`src/rtl/regfile_wb_arbiter.sv`:
```
// Owns the register-file write port: WB writes win over long-latency unit results,
// a busy scoreboard stalls decode on outstanding LLU destinations, and a starvation
// counter asks the pipeline to hold WB so the LLU eventually gets the port.
module regfile_wb_arbiter #(
  parameter int XLEN       = 32,
  parameter int REG_NUM    = 32,
  parameter int STARVE_MAX = 4,
  parameter int CNT_W      = 3
) (
  input  logic            clk_i,
  input  logic            rst_i,
  input  logic            wb_we_i,
  input  logic [4:0]      wb_rd_addr_i,
  input  logic [XLEN-1:0] wb_rd_data_i,
  input  logic            llu_valid_i,
  output logic            llu_ready_o,
  input  logic [4:0]      llu_rd_addr_i,
  input  logic [XLEN-1:0] llu_rd_data_i,
  input  logic            iss_valid_i,
  input  logic [4:0]      iss_rd_addr_i,
  input  logic [4:0]      rs1_addr_i,
  input  logic [4:0]      rs2_addr_i,
  input  logic [4:0]      dec_rd_addr_i,
  output logic            stall_o,
  output logic            wb_hold_o,
  output logic            rd_we_o,
  output logic [4:0]      rd_addr_o,
  output logic [XLEN-1:0] rd_data_o
);

  localparam logic [CNT_W-1:0] LP_STARVE_MAX = CNT_W'(STARVE_MAX);

  logic [REG_NUM-1:0] r_busy;
  logic [CNT_W-1:0]   r_starveCnt;

  logic [REG_NUM-1:0] w_busyNext;
  logic [CNT_W-1:0]   w_starveNext;
  logic               w_wbAct;
  logic               w_lluHs;
  logic               w_lluStarved;

  assign w_wbAct = wb_we_i && (wb_rd_addr_i != 5'd0);

  // WB always wins the port; the LLU is offered the port whenever WB is idle,
  // and a handshake to x0 completes without touching the regfile.
  always_comb begin
    llu_ready_o = 1'b0;
    rd_we_o     = 1'b0;
    rd_addr_o   = 5'd0;
    rd_data_o   = '0;
    if (!rst_i) begin
      if (w_wbAct) begin
        rd_we_o   = 1'b1;
        rd_addr_o = wb_rd_addr_i;
        rd_data_o = wb_rd_data_i;
      end else begin
        llu_ready_o = 1'b1;
        if (llu_valid_i && (llu_rd_addr_i != 5'd0)) begin
          rd_we_o   = 1'b1;
          rd_addr_o = llu_rd_addr_i;
          rd_data_o = llu_rd_data_i;
        end
      end
    end
  end

  assign w_lluHs      = llu_valid_i && llu_ready_o;
  assign w_lluStarved = llu_valid_i && !llu_ready_o;

  // Clear is applied before set so a back-to-back issue to the same register stays busy.
  always_comb begin
    w_busyNext = r_busy;
    if (w_lluHs && (llu_rd_addr_i != 5'd0)) begin
      w_busyNext[llu_rd_addr_i] = 1'b0;
    end
    if (iss_valid_i && (iss_rd_addr_i != 5'd0)) begin
      w_busyNext[iss_rd_addr_i] = 1'b1;
    end
    w_busyNext[0] = 1'b0;
  end

  always_comb begin
    w_starveNext = '0;
    if (w_lluStarved) begin
      w_starveNext = (r_starveCnt == LP_STARVE_MAX) ? r_starveCnt : r_starveCnt + 1'b1;
    end
  end

  always_ff @(posedge clk_i or posedge rst_i) begin
    if (rst_i) begin
      r_busy      <= '0;
      r_starveCnt <= '0;
    end else begin
      r_busy      <= w_busyNext;
      r_starveCnt <= w_starveNext;
    end
  end

  assign stall_o   = !rst_i && (r_busy[rs1_addr_i] || r_busy[rs2_addr_i] || r_busy[dec_rd_addr_i]);
  assign wb_hold_o = (r_starveCnt == LP_STARVE_MAX);

endmodule

```
`config.mk`:
```
export PLATFORM = sky130hd
export DESIGN_NAME = regfile_wb_arbiter
export DESIGN_NICKNAME = d
export VERILOG_FILES = /design/src/rtl/regfile_wb_arbiter.sv
export SDC_FILE = /design/constraint.sdc
export NUM_CORES = 1
export LEC_CHECK = 0
export BUFFER_PORTS_ARGS = -buffer_cell sky130_fd_sc_hd__buf_4
export CORE_MARGIN = 8
export CORE_UTILIZATION = 40
export DETAILED_ROUTE_END_ITERATION = 7
export PLACE_DENSITY_LB_ADDON = 0.3
export SLEW_MARGIN = 20
export SYNTH_ARGS = -nofsm -noshare
export SYNTH_HDL_FRONTEND = slang
export SYNTH_SLANG_ARGS = --single-unit
```
`constraint.sdc`:
```
create_clock -name clk_i -period 2.4 [get_ports clk_i]
set_input_delay 0.48 -clock clk_i [delete_from_list [all_inputs] [get_ports clk_i]]
set_output_delay 0.48 -clock clk_i [all_outputs]
set_load 0.01 [all_outputs]
```
# Word-level counts from Yosys, hierarchy flattened
# Index checks and enable logic that the tools add are counted.
[totals]
register_bits = 34
in_bits = 99
out_inout_bits = 41
elab_cells = 56
[classes]
addsub = 1
magnitude_cmp = 7
n_eq_ne = 2
n_mux = 25
bitwise = 3
reduce_logical = 16
[ops]
columns = ["op", "n"]
rows = [
  ["2-to-1 mux 32 bit", 5],
  ["AND 32 bit", 1],
  ["inverter 32 bit", 1],
  ["OR 32 bit", 1],
  ["less-than comparator 5 x 6 -> 1 bit (second input constant)", 5],
  ["binary-select mux 1 bit (select 5 bit)", 3],
  ["2-to-1 mux 5 bit", 3],
  ["nonzero test 5 bit", 3],
  ["demux 1 bit (select 5 bit)", 2],
  [">= comparator 5 x 1 -> 1 bit (second input constant)", 2],
  ["2-to-1 mux 1 bit", 10],
  ["logical AND 1 bit", 9],
  ["2-to-1 mux 3 bit", 2],
  ["adder 3 x 1 -> 3 bit (second input constant)", 1],
  ["equality test 3 bit (second input constant)", 1],
  ["logical NOT 1 bit", 2],
  ["logical OR 1 bit", 2],
  ["inequality test 2 bit (second input constant)", 1],
]

# Logic depth before layout (Yosys ltp)
# Gate-level depths: netlist of run 1.
[depth]
word_depth = 9
ltp_mapped = 7
depth_no_buf = 6

# Worst setup path after synthesis of run 1
# OpenSTA, ideal clock, no wires.
[synth_timing]
path_type = "input-to-output"
start = "input rst_i"
end = "output rd_addr_o[3]"
t_arrival_ns = 2.132
required_ns = 1.920
setup_slack_ns = -0.212
stages = 5
n_path_buf = 2
cell_sequence = "clkbuf_1 inv_1 o21ai_2 buf_2 a21oi_1"
[synth_between]
elab_chain_cells = 1
[synth_rtl]
columns = ["element", "line", "text"]
rows = [
  ["start, declared", "11", "input logic rst_i,"],
  ["2-to-1 mux 5 bit", "51", "if (!rst_i) begin"],
  ["end, declared", "27", "output logic [4:0] rd_addr_o,"],
]
# Every way passes these cells.

# Worst setup path in the final report of run 1
[layout_timing]
start = "input wb_rd_addr_i[4]"
end = "output rd_addr_o[4]"
[layout_between]
elab_chain_cells = 4
[layout_rtl]
columns = ["element", "line", "text"]
rows = [
  ["start, declared", "13", "input logic [4:0] wb_rd_addr_i,"],
  ["nonzero test 5 bit", "42", "assign w_wbAct = wb_we_i && (wb_rd_addr_i != 5'd0);"],
  ["logical AND 1 bit", "42", ""],
  ["2-to-1 mux 5 bit *", "52", "if (w_wbAct) begin"],
  ["2-to-1 mux 5 bit *", "51", ""],
]
# Every way passes the cells marked *; elsewhere a longest branch is shown, timed or not.

==> results.py, run 1 <==
metrics = {
    "setup_path": {
        "path_cells": "buf_6 > or4_4 > o21ai_4 > buf_6 > buf_8 > nand3_2 > a21oi_2 > buf_4",
        "ff2ff_setup_slack_ns": 1.32,
        "worstPathMaxFanout": 7,
        "cp_top_family": "simple AND/OR/NAND/NOR gates",
        "path_buf_inv": 4,
        "end_kind": "output pin",
        "cp_common_cell": "buf_6",
        "cp.required_ns": 1.92,
        "startpoint_type": "input port",
        "rr_startpoint": "r_starveCnt[0]",
        "critical_path_class": "input port to output pin",
        "arrival_ns": 2.01,
        "cp-startpoint": "wb_rd_addr_i[4]",
        "cpPeakStageDelay_ns": 0.56,
        "slowest_stage": "or4_4",
    },
    "sta": {
        "report.final.setup_viol": 39,
        "max_freq_mhz": 402.4,
        "worst_slew_pin_slew_ns": 0.4373,
        "finalCritPeriodShare_pct": 103.6,
        "grt_setup_unrepaired": "yes",
        "fin_ws_ns": -0.08535,
        "hold_viol": 0,
        "fin_skew_ns": 0.0006323,
        "min_period_ns": 2.485,
        "drv_slew": 0,
        "relSlewSlack_pct": 70.85,
    },
    "synth": {
        "synth_area_um2": 2923,
        "synthTopCellsByArea": "dfrtp_1 (29%), mux4_2 (12%), nand2_1 (11%), o21ai_0 (8.6%), a21oi_1 (6.3%)",
        "synth_warnings": 0,
        "synth-edff-count": 0,
        "synth_most_common_cell": "nand2_1",
        "synth_cell_types": 44,
        "synth_area_per_cell_um2": 8.008,
        "yosysSeqAreaShare_pct": 29.11,
        "syn-num-nets": 466,
        "synth_fa_ha_area_share_pct": 0.8562,
        "yosys.area_share.simple_pct": 24.74,
        "async_flop_share_pct": 100.0,
        "synth_top_family_by_area": "simple AND/OR/NAND/NOR gates",
        "synthCells": 365,
        "yosysTopAreaCellShare_pct": 29.11,
        "yosys_most_used_dff": "dfrtp_1",
        "synth-seq-cells": 34,
        "synth_mux_area_share_pct": 18.66,
        "synth_compound_gate_area_share_pct": 21.45,
        "synth_top_area_cell": "dfrtp_1",
        "synth_xor_area_share_pct": 0.2997,
        "synth_common_cells": "nand2_1 (84), o21ai_0 (50), a21oi_1 (37)",
    },
    "final_layout": {
        "fill_cells": 574,
        "final_nets": 626,
        "fin_cells": 624,
        "regArea_um2": 850.8,
        "multi_input_area_um2": 2163,
        "syn_to_final_growth_pct": 63.78,
        "fin_util_pct": 66.71,
        "drive_gt1_share_pct": 51.81,
        "n_antenna_cell": 0,
        "final_area_um2": 4787,
    },
    "detailed_routing": {
        "vias": 3663,
        "via_per_inst": 5.870,
        "firstDrtPassIters": 8,
        "ant_nets": 0,
        "drtIter0Drc": 304,
        "drt_wl_total_um": 12500,
        "post_drt_wl_per_cell_um": 20.04,
        "drcViolationCount": 0,
    },
    "global_route": {
        "grt_pass1_vias": 3719,
        "grt_max_degree": 35,
        "antenna_found_initial": 0,
        "overflow": 0,
        "grt.total_usage_pct": 21.82,
        "grt_pass1_wl_um": 17760,
    },
    "run": {
        "max-cap-violations": 0,
    },
    "floorplan": {
        "start_util_pct": 40.73,
        "die_w_um": 101.5,
        "core_um2": 7176,
        "dieArea_um2": 10300,
        "io_pins": 140,
        "die_h_um": 101.5,
        "num_rows": 31,
    },
    "cts": {
        "cts_tree": "built",
        "cts-htree-levels": 2,
        "cts_max_path_buffers": 2,
        "path_clk_slew_ns": 0.07,
        "cts.sinks": 34,
        "cts-root-buf": "clkbuf_8",
        "numCtsBuffers": 5,
        "clock_latency_ns": 0.28,
    },
    "worst_hold_path": {
        "hold_path.class": "input port to asynchronous set/reset pin",
    },
    "power_and_ir_drop": {
        "vdd_drop_max_v": 0.0002315,
        "p_leak_nw": 2.097,
        "power_density_nw_per_um2": 470.6,
        "report.power.total_w": 0.002253,
    },
    "placement": {
        "dp_cells": 596,
        "hpwl_um": 8675,
        "dpl-instance-area_um2": 4109,
        "gp_congestion": 0.8721,
        "port_buffers": 139,
    },
    "outcome": {
        "violations": "setup timing",
        "status": "finished, violations left",
    },
}
[per-stage QoR]
step / worst slack, ns / hold WS (ns) / setup TNS, ns
after floorplan: 0.05289 / 0.4783 / 0
after global placement: -0.03974 / 0.5241 / -0.4165
after detailed placement: -0.06674 / 0.5390 / -1.286
after CTS: -0.08402 / 0.4482 / -0.1214
after global routing: -0.2086 / 0.4811 / -3.406
final: -0.08535 / 0.4484 / -2.199
[path summary, 6_finish.rpt]
kind,end,depth (start not counted)
worst max-delay path,rd_addr_o[4],8
worst min-delay path,r_busy[22],3
worst max register to register,r_starveCnt[1],6
worst min register to register,r_starveCnt[1],2
max in group asynchronous,r_starveCnt[1],3
min in group clk_i,r_busy[2],3
[sequential cells by signal, summed over array words and instances (netlist names)]
name,cells
r_busy,31
r_starveCnt,3
[per-layer routing]
| metal | global-route usage [%] | part of all wire [%] | up-vias |
|---|---|---|---|
| met5 | 0 | 0 | - |
| met4 | 8.935 | 2.3 | 0 |
| met3 | 8.041 | 9.1 | 29 |
| met2 | 36.79 | 50 | 198 |
| met1 | 24.33 | 39 | 1783 |
| li1 | - | - | 1653 |
[cell usage in the layout, fill, tap and decap left out, types with 3 or more instances in the layout]
| master | synthesis | final |
|---|---|---|
| nor2b_1 | 4 | 4 |
| buf_4 | 0 | 150 |
| or3b_2 | 4 | 4 |
| nand2_1 | 84 | 72 |
| inv_1 | 8 | 6 |
| nand2_2 | 1 | 11 |
| nand3b_1 | 10 | 10 |
| nand3_1 | 11 | 8 |
| dfrtp_1 | 34 | 34 |
| or3_1 | 3 | 3 |
| nand4b_1 | 3 | 3 |
| buf_6 | 1 | 14 |
| clkbuf_16 | 0 | 3 |
| nor2_1 | 14 | 14 |
| buf_12 | 0 | 5 |
| mux2_2 | 4 | 4 |
| mux4_2 | 16 | 16 |
| o21ai_1 | 14 | 16 |
| o21ai_0 | 50 | 48 |
| mux2i_1 | 14 | 14 |
| clkbuf_8 | 0 | 5 |
| buf_8 | 0 | 5 |
| a21oi_2 | 0 | 35 |
[kinds of logic after synthesis]
group	after synthesis
AOI/OAI and AO/OA	116
xor gates and xnor gates	1
and+or+nand+nor	146
DFF	34
adders and majority gates	2
muxes	34
buffers and inverters	32
[where the power goes]
group / switching [W] / internal (W) / leakage (nW)
registers: 0.000149 / 0.000703 / 0.401
logic: 0.000446 / 0.000557 / 1.65
clock network: 0.000203 / 0.000194 / 0.0438
[repair_timing]
action	4_1_cts	5_1_grt
gates cloned	3	6
buffers inserted	8	4
resized for setup	25	78
hold buffers	0	0
setup endpoints to repair	35	40
pin swaps	5	25
[worst min-delay path: stages]
cell and delay [ns]:
buf_4 0.18, clkinvlp_4 0.11, buf_4 0.39
[area by class of cell]
type,count,share of cell area [%]
inverters,8,0.7580
repair buffers,177,32.04
clock buffers,5,1.438
well taps,99,2.588
multi-input cells,299,45.19
flip-flops and latches,34,17.77
clock inverters,2,0.2091
Note: power is estimated with default switching activity, not from simulation.
==> run 2: changes to the inputs <==
--- a/config.mk
+++ b/config.mk
@@ -7,10 +7,10 @@
 export LEC_CHECK = 0
 export BUFFER_PORTS_ARGS = -buffer_cell sky130_fd_sc_hd__buf_4
 export CORE_MARGIN = 8
-export CORE_UTILIZATION = 40
+export CORE_UTILIZATION = 43
+export CTS_BUF_LIST = sky130_fd_sc_hd__clkbuf_8
 export DETAILED_ROUTE_END_ITERATION = 7
 export PLACE_DENSITY_LB_ADDON = 0.3
-export SLEW_MARGIN = 20
 export SYNTH_ARGS = -nofsm -noshare
 export SYNTH_HDL_FRONTEND = slang
 export SYNTH_SLANG_ARGS = --single-unit
==> results.py, run 2 (same netlist as run 1, synthesis figures left out) <==
metrics = {
    "final_layout": {
        "fin_cells": 596,
        "layout_commonest_cell": "buf_4",
        "largest-register": "r_busy",
        "n_antenna_cell": 0,
        "final_cell_mix": "buf_4 (152), nand2_1 (80), o21ai_0 (49)",
        "largestRegisters": "r_busy: 31 flops, r_starveCnt: 3 flops",
        "largest_reg_flops": 31,
        "syn_to_final_growth_pct": 54.84,
        "fin_util_pct": 67.73,
        "final_area_um2": 4526,
        "drive_gt1_share_pct": 47.29,
        "final_nets": 616,
    },
    "sta": {
        "max_freq_mhz": 391.7,
        "hold_viol": 0,
        "relSlewSlack_pct": 72.95,
        "worst_slew_pin_slew_ns": 0.3955,
        "fin_skew_ns": 0.003277,
        "drv_slew": 0,
        "report.final.setup_viol": 38,
        "tns_ns": -3.649,
        "finalCritPeriodShare_pct": 106.4,
        "grt_setup_unrepaired": "yes",
        "fin_ws_ns": -0.1530,
        "min_period_ns": 2.553,
    },
    "detailed_routing": {
        "drtIter0Drc": 312,
        "ant_nets": 0,
        "drcViolationCount": 0,
        "drt_wl_total_um": 12030,
        "via_per_inst": 6.101,
        "firstDrtPassIters": 5,
        "vias": 3636,
        "post_drt_wl_per_cell_um": 20.19,
    },
    "power_and_ir_drop": {
        "p_leak_nw": 2.003,
        "report.power.total_w": 0.002203,
        "vdd_drop_max_v": 0.0002508,
        "power_density_nw_per_um2": 486.8,
    },
    "outcome": {
        "violations": "setup timing",
        "status": "finished, violations left",
    },
    "floorplan": {
        "die_w_um": 98.45,
        "die_h_um": 98.45,
        "io_pins": 140,
        "core_um2": 6681,
        "num_rows": 30,
        "dieArea_um2": 9691,
        "start_util_pct": 43.75,
    },
    "global_route": {
        "grt_pass1_vias": 3613,
        "grt_max_degree": 35,
        "overflow": 0,
        "grt.total_usage_pct": 22.60,
        "antenna_found_initial": 0,
        "grt_pass1_wl_um": 17920,
    },
    "placement": {
        "dpl-instance-area_um2": 4090,
        "gp_congestion": 1.018,
        "dp_cells": 576,
        "hpwl_um": 8924,
        "port_buffers": 139,
    },
    "setup_path": {
        "end_kind": "output pin",
        "cp.required_ns": 1.92,
        "ff2ff_setup_slack_ns": 1.33,
        "slowest_stage": "or4_4",
        "r2r-end": "r_starveCnt[1]",
        "cp_common_cell": "buf_6",
        "arrival_ns": 2.07,
        "cpPeakStageDelay_ns": 0.55,
        "reg2reg_depth": 6,
        "worstPathMaxFanout": 7,
        "startpoint_type": "input port",
        "rr_startpoint": "r_starveCnt[0]",
        "path_cells": "buf_6 > or4_4 > o21a_4 > o21ai_4 > buf_6 > buf_8 > a21oi_2 > buf_4",
        "critical_path_class": "input port to output pin",
    },
    "cts": {
        "numCtsBuffers": 5,
        "cts_max_path_buffers": 2,
        "path_clk_slew_ns": 0.07,
        "cts-htree-levels": 2,
        "cts_tree": "built",
        "cts-root-buf": "clkbuf_8",
        "clock_latency_ns": 0.28,
        "cts.sinks": 34,
    },
    "run": {
        "max-cap-violations": 0,
    },
    "worst_hold_path": {
        "hold_path.class": "input port to asynchronous set/reset pin",
    },
}
[run 2: power by group]
| part | leakage, nW | internal [W] | switching (W) | total (W) |
|---|---|---|---|---|
| clock | 0.0524 | 0.000227 | 0.000198 | 0.000425 |
| combinational | 1.55 | 0.000507 | 0.000411 | 0.000918 |
| sequential | 0.401 | 0.000703 | 0.000156 | 0.000859 |
[run 2: how the worst max path moves through the flow]
stage | from | to | slack (ns) | cells past startpoint
after CTS | r_busy[11] | stall_o | -0.10 | 7
after global placement | wb_rd_addr_i[2] | rd_data_o[31] | -0.04 | 7
after floorplan | rs1_addr_i[2] | stall_o | 0.05 | 5
final | wb_rd_addr_i[2] | rd_data_o[9] | -0.15 | 8
after detailed placement | wb_rd_addr_i[2] | rd_data_o[5] | -0.06 | 7
after global routing | wb_rd_addr_i[2] | rd_data_o[24] | -0.18 | 8
[run 2: per-stage QoR]
| stage | hold slack, ns | worst slack, ns |
|---|---|---|
| floorplan | 0.4783 | 0.05289 |
| global placement | 0.5231 | -0.03597 |
| detailed placement | 0.5270 | -0.06246 |
| CTS | 0.4491 | -0.1043 |
| global route | 0.4802 | -0.1846 |
| finish | 0.4538 | -0.1530 |
[run 2: routing by layer]
| layer | GRT usage, % | wire [µm] | vias to the layer above |
|---|---|---|---|
| met5 | 0 | 0 | - |
| met4 | 10.51 | 347 | 0 |
| met3 | 7.541 | 1168 | 33 |
| met2 | 38.20 | 6136 | 212 |
| met1 | 25.14 | 4382 | 1764 |
| li1 | - | - | 1627 |
[run 2: final cells by class]
type | instances | area (µm²)
clock buffers | 6 | 82.58
clock inverters | 2 | 8.758
fillers | 517 | 2156
inverters | 8 | 33.78
multi-input cells | 299 | 2100
flip-flops and latches | 34 | 850.8
well taps | 80 | 100.1
repair buffers | 167 | 1350
[run 2: worst max-delay path, delay by kind of cell]
| family | cells | cell delay (ns) |
|---|---|---|
| compound gates | 3 | 0.53 |
| buf+inv | 4 | 0.51 |
| simple gates | 1 | 0.55 |
[run 2: what timing repair did]
item,in CTS,in global routing
setup buffers,3,5
hold buffers,0,0
gates cloned,2,4
pin swaps,5,17
setup endpoints to repair,36,38
resized for setup,27,33
==> run 3: changes to the inputs <==
--- a/config.mk
+++ b/config.mk
@@ -10,7 +10,7 @@
 export CORE_UTILIZATION = 43
 export CTS_BUF_LIST = sky130_fd_sc_hd__clkbuf_8
 export DETAILED_ROUTE_END_ITERATION = 7
-export PLACE_DENSITY_LB_ADDON = 0.3
+export PLACE_DENSITY = 0.78
 export SYNTH_ARGS = -nofsm -noshare
 export SYNTH_HDL_FRONTEND = slang
 export SYNTH_SLANG_ARGS = --single-unit
==> results.py, run 3 (same netlist as run 1, synthesis figures left out) <==
metrics = {
    "placement": {
        "dpl-instance-area_um2": 4080,
        "hpwl_um": 8908,
        "port_buffers": 139,
        "gp_congestion": 0.9314,
    },
    "setup_path": {
        "worstPathMaxFanout": 28,
        "slowest_stage": "or4_4",
        "path_cells": "buf_6 > or4_4 > buf_6 > o21ai_4 > buf_12 > nand2_1 > a21oi_1 > buf_4",
        "path_buf_inv": 4,
        "cpPeakStageDelay_ns": 0.54,
        "cp.required_ns": 1.92,
        "rr_startpoint": "r_starveCnt[0]",
        "arrival_ns": 2.07,
        "cp_top_family": "simple AND/OR/NAND/NOR gates",
        "reg2reg_depth": 6,
        "cp_common_cell": "buf_6",
        "ff2ff_setup_slack_ns": 1.31,
        "end_kind": "output pin",
        "critical_path_class": "input port to output pin",
        "startpoint_type": "input port",
        "r2r-end": "r_starveCnt[1]",
    },
    "sta": {
        "drv_slew": 0,
        "report.final.setup_viol": 39,
        "fin_skew_ns": 0.003767,
        "hold_ws_ns": 0.4259,
        "relSlewSlack_pct": 72.18,
        "fin_ws_ns": -0.1485,
        "hold_viol": 0,
        "tns_ns": -3.995,
        "max_freq_mhz": 392.4,
        "min_period_ns": 2.549,
        "finalCritPeriodShare_pct": 106.2,
        "worst_slew_pin_slew_ns": 0.4068,
        "grt_setup_unrepaired": "yes",
    },
    "final_layout": {
        "regArea_um2": 850.8,
        "drive_gt1_share_pct": 47.38,
        "final_nets": 615,
        "fin_util_pct": 69.16,
        "multi_input_area_um2": 2130,
        "syn_to_final_growth_pct": 58.09,
        "largestRegisters": "r_busy: 31 flops, r_starveCnt: 3 flops",
        "final_cell_mix": "buf_4 (147), nand2_1 (81), o21ai_0 (48)",
        "largest-register": "r_busy",
        "largest_reg_flops": 31,
        "fill_cells": 513,
        "final_area_um2": 4621,
        "layout_commonest_cell": "buf_4",
        "n_antenna_cell": 0,
    },
    "floorplan": {
        "io_pins": 140,
        "dieArea_um2": 9691,
        "start_util_pct": 43.75,
        "die_h_um": 98.45,
        "num_rows": 30,
        "core_um2": 6681,
        "die_w_um": 98.45,
    },
    "cts": {
        "cts.sinks": 34,
        "path_clk_slew_ns": 0.07,
        "cts-root-buf": "clkbuf_8",
        "cts_tree": "built",
        "cts_max_path_buffers": 2,
        "cts-htree-levels": 2,
        "numCtsBuffers": 5,
        "clock_latency_ns": 0.30,
    },
    "detailed_routing": {
        "post_drt_wl_per_cell_um": 20.53,
        "drcViolationCount": 0,
        "drtIter0Drc": 194,
        "firstDrtPassIters": 5,
        "vias": 3545,
        "via_per_inst": 5.958,
        "ant_nets": 0,
        "drt_wl_total_um": 12210,
    },
    "power_and_ir_drop": {
        "vdd_drop_max_v": 0.0002341,
        "p_leak_nw": 2.041,
        "power_density_nw_per_um2": 503.9,
        "report.power.total_w": 0.002328,
    },
    "global_route": {
        "antenna_found_initial": 0,
        "grt.total_usage_pct": 22.73,
        "grt_pass1_vias": 3542,
        "grt_pass1_wl_um": 17910,
        "overflow": 0,
        "grt_max_degree": 35,
    },
    "outcome": {
        "status": "finished, violations left",
        "violations": "setup timing",
    },
    "worst_hold_path": {
        "hold_path.class": "input port to asynchronous set/reset pin",
    },
    "run": {
        "max-cap-violations": 0,
    },
}
## run 3: cell types whose count changed in the layout (fill, tap and decap cells not counted), moves of 3 or more
cell,previous run,this run
a21oi_1,10,13
buf_4,152,147
a21oi_2,26,20
buf_12,1,4
nand3_1,8,11
a21oi_4,1,4
## run 3: power by group
group / switching, W / internal [W] / leakage, nW
Combinational: 0.000427 / 0.000539 / 1.58
Sequential: 0.000160 / 0.000703 / 0.401
Clock: 0.000209 / 0.000289 / 0.0575
Total: 0.000796 / 0.00153 / 2.04
## run 3: area by class of cell
type	count	share of cell area [%]
clock buffers	8	2.383
repair buffers	166	30.17
multi-input cells	299	46.09
inverters	8	0.7853
flip-flops and latches	34	18.41
well taps	80	2.166
## run 3: how the worst max path moves through the flow
stage               depth (start not counted)             from             to  slack [ns]
floorplan                                   5    rs1_addr_i[2]        stall_o        0.05
global placement                            7  wb_rd_addr_i[2]  rd_data_o[11]       -0.07
detailed placement                          7  wb_rd_addr_i[2]  rd_data_o[11]       -0.08
CTS                                         7       r_busy[11]        stall_o       -0.12
global route                                7       r_busy[11]        stall_o       -0.25
finish                                      8  wb_rd_addr_i[4]  rd_data_o[28]       -0.15
## run 3: worst min-delay path, stage by stage
cell,delay [ns]
buf_4,0.18
clkinvlp_4,0.10
buf_4,0.38
## run 3: metrics by stage
stage | cells | worst slack [ns]
2_1_floorplan | 365 | 0.05289
3_3_place_gp | 573 | -0.07215
3_5_place_dp | 573 | -0.07616
4_1_cts | 584 | -0.1155
5_1_grt | 595 | -0.2480
6_report | 595 | -0.1485
## run 3: timing repair
item                                    in CTS  in global routing
resized for setup                            7                 55
hold buffers                                 0                  0
cloned                                       0                  5
pin swaps                                    4                 15
endpoints found under the setup margin      38                 38
setup buffers                                3                  6
## run 3: metal layers
layer / global-route usage [%] / vias up / routed length (µm)
met2: 38.51 / 209 / 6025
met4: 10.63 / 0 / 503
li1: - / 1627 / -
met5: 0 / - / 0
met1: 24.40 / 1675 / 4418
met3: 8.879 / 34 / 1265
